## src/rtl/demux_pkg.sv

```systemverilog
// Shared constants for the registered 1-to-4 demultiplexer.
// Select encoding and port count are shared by the decoder and the top level.
package demux_pkg;

  localparam int DEMUX_WIDTH_DEFAULT = 3;
  localparam int N_PORTS             = 4;

  localparam logic [1:0] SEL_A = 2'b00;
  localparam logic [1:0] SEL_B = 2'b01;
  localparam logic [1:0] SEL_C = 2'b10;
  localparam logic [1:0] SEL_D = 2'b11;

endpackage

```

## src/rtl/demux_1to4_dec.sv

```systemverilog
// Combinational 2-to-4 one-hot decoder with enable.
// The output is all-zero whenever en is low.
module demux_1to4_dec
  import demux_pkg::*;
(
  input  logic [1:0]         sel,
  input  logic               en,
  output logic [N_PORTS-1:0] onehot
);

  always_comb begin
    onehot = '0;
    if (en) begin
      case (sel)
        SEL_A:   onehot = 4'b0001;
        SEL_B:   onehot = 4'b0010;
        SEL_C:   onehot = 4'b0100;
        SEL_D:   onehot = 4'b1000;
        default: onehot = '0;
      endcase
    end
  end

endmodule

```

## src/rtl/demux_1to4.sv

```systemverilog
// Registered 1-to-4 demultiplexer: steers one word to port A/B/C/D by sel.
// Unselected ports are zeroed every cycle; out_vld is the registered one-hot select.
module demux_1to4
  import demux_pkg::*;
#(
  parameter int WIDTH = DEMUX_WIDTH_DEFAULT
) (
  input  logic               clk,
  input  logic               rst_n,
  input  logic [1:0]         sel,
  input  logic [WIDTH-1:0]   in,
  input  logic               in_vld,
  output logic [WIDTH-1:0]   A,
  output logic [WIDTH-1:0]   B,
  output logic [WIDTH-1:0]   C,
  output logic [WIDTH-1:0]   D,
  output logic [N_PORTS-1:0] out_vld
);

  logic [N_PORTS-1:0] hot;
  logic [WIDTH-1:0]   a_nxt;
  logic [WIDTH-1:0]   b_nxt;
  logic [WIDTH-1:0]   c_nxt;
  logic [WIDTH-1:0]   d_nxt;

  demux_1to4_dec u_dec (
    .sel    (sel),
    .en     (in_vld),
    .onehot (hot)
  );

  // Masking with the decoder bits zeroes every unselected port, so no data is held.
  always_comb begin
    a_nxt = in & {WIDTH{hot[0]}};
    b_nxt = in & {WIDTH{hot[1]}};
    c_nxt = in & {WIDTH{hot[2]}};
    d_nxt = in & {WIDTH{hot[3]}};
  end

  always_ff @(posedge clk or negedge rst_n) begin
    if (!rst_n) begin
      A       <= '0;
      B       <= '0;
      C       <= '0;
      D       <= '0;
      out_vld <= '0;
    end else begin
      A       <= a_nxt;
      B       <= b_nxt;
      C       <= c_nxt;
      D       <= d_nxt;
      out_vld <= hot;
    end
  end

endmodule

```

## config.mk

```make
export PLATFORM = sky130hd
export DESIGN_NAME = demux_1to4
export DESIGN_NICKNAME = d
export VERILOG_FILES = /design/src/rtl/demux_pkg.sv /design/src/rtl/demux_1to4_dec.sv /design/src/rtl/demux_1to4.sv
export SDC_FILE = /design/constraint.sdc
export NUM_CORES = 1
export LEC_CHECK = 0
export BUFFER_PORTS_ARGS = -buffer_cell sky130_fd_sc_hd__buf_2
export CORE_MARGIN = 4
export CORE_UTILIZATION = 44
export CTS_CLUSTER_DIAMETER = 50
export CTS_CLUSTER_SIZE = 25
export DETAILED_ROUTE_END_ITERATION = 10
export PLACE_DENSITY = 0.83
export SETUP_SLACK_MARGIN = 0.02
export SLEW_MARGIN = 20
export SYNTH_ARGS = -nofsm -noshare
export SYNTH_HDL_FRONTEND = slang
export SYNTH_SLANG_ARGS = --single-unit
```

## constraint.sdc

```tcl
create_clock -name clk -period 0.8 [get_ports clk]
set_input_delay 0.04 -clock clk [delete_from_list [all_inputs] [get_ports clk]]
set_output_delay 0.04 -clock clk [all_outputs]
set_load 0.01 [all_outputs]
```

==> results.yml <==
finish:
  multi_input_area_um2: 160
  fillerInstances: 101
  regArea_um2: 400
  antenna_cells: 0
  syn_to_final_growth_pct: 26.3
  fin_nets: 69
  stdcell_area_um2: 746
  final_layout_size_suffix_gt1_share_pct: 51.7
pwr:
  pwr-share-clk_pct: 34.3
  finalPower_w: 0.00147
  seqPwrFrac_pct: 57.0
  ir_worst_vdd_mv: 1.16
  power_density_nw_per_um2: 1970
  comb_power_share_pct: 8.8
  intPower_w: 0.00116
  p_sw_share_pct: 20.8
  p_leak_nw: 0.438
  switchingPower_w: 0.000305
floorplanning:
  dieWidth_um: 44.6
  io_pins: 24
  initial_utilization_pct: 49.8
  die_y_um: 44.6
  core_um2: 1190
  fp.dieArea_um2: 1990
  rows: 12
clocking:
  clock_path_buffers: 2
  cts_root_buf: "clkbuf_4"
  path_clk_slew_ns: 0.08
  htree_levels: 1
  cts_tree: "yes"
  cts_buffers: 3
  cts.sinks: 16
sta:
  fin_crit_sh_pct: 103
  fin_ws_ns: -0.0221
  rsz0062_at_grt: "yes"
  hold_viol_final: 0
  setup_viol: 16
  final.min_clock_period_ns: 0.822
  worst-slew-pin-transition_ns: 0.343
  hold_slack_ns: 0.0714
  slew-limit-headroom_pct: 77.1
  final-max-slew-violation-count: 0
  fmax_mhz: 1220
worst_setup_path:
  crit_path_max_fanout: 1
  crit_type: "flop to output pin"
  critPathSlowestCell: "dfrtp_1"
  path_cells: "buf_2"
  cp_data_required_time_ns: 0.76
  critPathLaunchType: "flop"
  cp_slowest_stage_delay_ns: 0.37
  cp_top_family: "flip-flops"
  cp_data_arrival_time_ns: 0.78
  endpoint_kind: "output pin"
  worst-path-buf-inv: 1
placement:
  place_congestion: 0.735
  portBuffers: 23
  post_dp_cell_area_um2: 693
detailed_routing:
  wl_met1_um: 391
  drc: 0
  first_pass_iters: 4
  wl_met2_um: 493
  viasPerCell: 5.31
  routedWlPerCell_um: 13.7
  num_vias: 393
  wl_met3_um: 121
  drt-initial-drc-count: 7
  postRouteAntennaNets: 0
  top_layer: "met4"
  routed_wl_um: 1020
run_status:
  status: "finished with violations"
  failed_checks: "negative setup slack"
global_route:
  track_usage_pct: 12.0
  grt_pass1_vias: 379
  antenna_found_initial: 0
  grt_max_degree: 17
  overflow: 0
  grt_pass1_wl_um: 1670
synth:
  netlist_area_um2: 591
  syn-num-nets: 43
  ys_types: 9
  synth_top_cell_by_area: "dfrtp_1"
  synthCells: 35
  ys_warn_count: 0
  synth-main-ff-cell: "dfrtp_1"
  synth-seq-cells: 16
  avgSynthCellArea_um2: 16.9
  ys_seq_area_share_pct: 67.8
  synthTopCellsByArea: "dfrtp_1, and4b_1, and4bb_2"
  synth_top_area_share_pct: 67.8
  async_flop_share_pct: 100
  synth_edf_count: 0
  synthTopCellsByCount: "dfrtp_1, and4b_1, and4_1, and4bb_2"
  synthMostInstantiatedCell: "dfrtp_1"
run:
  max_cap_viol_count: 0
hold_path:
  hp-class: "primary input to flop"
==> placed cells by master, fill, tap and decap left out <==
cell type / instances
and4bb_2: 3
buf_2: 22
and4_1: 3
clkbuf_4: 3
dfrtp_1: 16
nor3b_2: 1
buf_6: 1
dlygate4sd3_1: 1
and3_1: 1
and4b_1: 6
clkbuf_8: 1
and3b_1: 2
==> state kept, by name (all words and copies together), names as in the netlist <==
signal / count
D: 3
out_vld: 4
A: 3
C: 3
B: 3
==> layer usage <==
layer	vias up	track usage [%]
met3	2	4.07
met2	22	18.9
li1	183	-
met1	186	13.2
met4	0	9.04
met5	-	0
==> path summary, 6_finish.rpt <==
| check | from | to | slack, ns | cells past startpoint |
|---|---|---|---|---|
| max in group asynchronous | rst_n | out_vld[1] | 0.36 | 2 |
| min in group asynchronous | rst_n | C[2] | 0.19 | 2 |
| worst max-delay path | B[1] | B[1] | -0.02 | 1 |
| worst min-delay path | sel[0] | out_vld[0] | 0.07 | 2 |
==> power groups by stage <==
stage	logic (W)	clock network [W]	registers (W)
2_1_floorplan	0.0000496	0	0.000866
3_3_place_gp	0.000120	0	0.000851
3_5_place_dp	0.000123	0	0.000852
4_1_cts	0.000127	0.000525	0.000836
5_1_grt	0.000143	0.000558	0.000838
6_report	0.000128	0.000503	0.000835
==> per-stage QoR <==
stage | std cells | TNS [ns] | worst slack [ns] | utilization (%)
final | 74 | -0.189 | -0.0221 | 62.9
after global routing | 74 | -0.801 | -0.0618 | 62.9
after CTS | 74 | -0.436 | -0.0416 | 62.3
after detailed placement | 69 | 0 | 0.178 | 58.4
after global placement | 69 | 0 | 0.190 | 58.4
after floorplan | 35 | 0 | 0.341 | -
==> kinds of logic after synthesis <==
family / count (synthesis) / share of synthesized area [%]
AND/OR/NAND/NOR: 16 / 27.1
buffers and inverters: 3 / 5.08
flip-flops: 16 / 67.8
==> final cells by class <==
cell class / count / area share (%)
clock buffers: 4 / 4.87
well taps: 14 / 2.35
flip-flops and latches: 16 / 53.7
multi-input cells: 16 / 21.5
repair buffers: 24 / 17.6
==> what timing repair did <==
item / in CTS / in global routing
resized for setup: 0 / 1
setup buffers: 0 / 0
endpoints found under the setup margin: 16 / 16
hold endpoints to repair: 16 / 0
pin swaps: 0 / 0
hold buffers: 1 / 0
No activity file was read; power rests on OpenSTA's default activity.
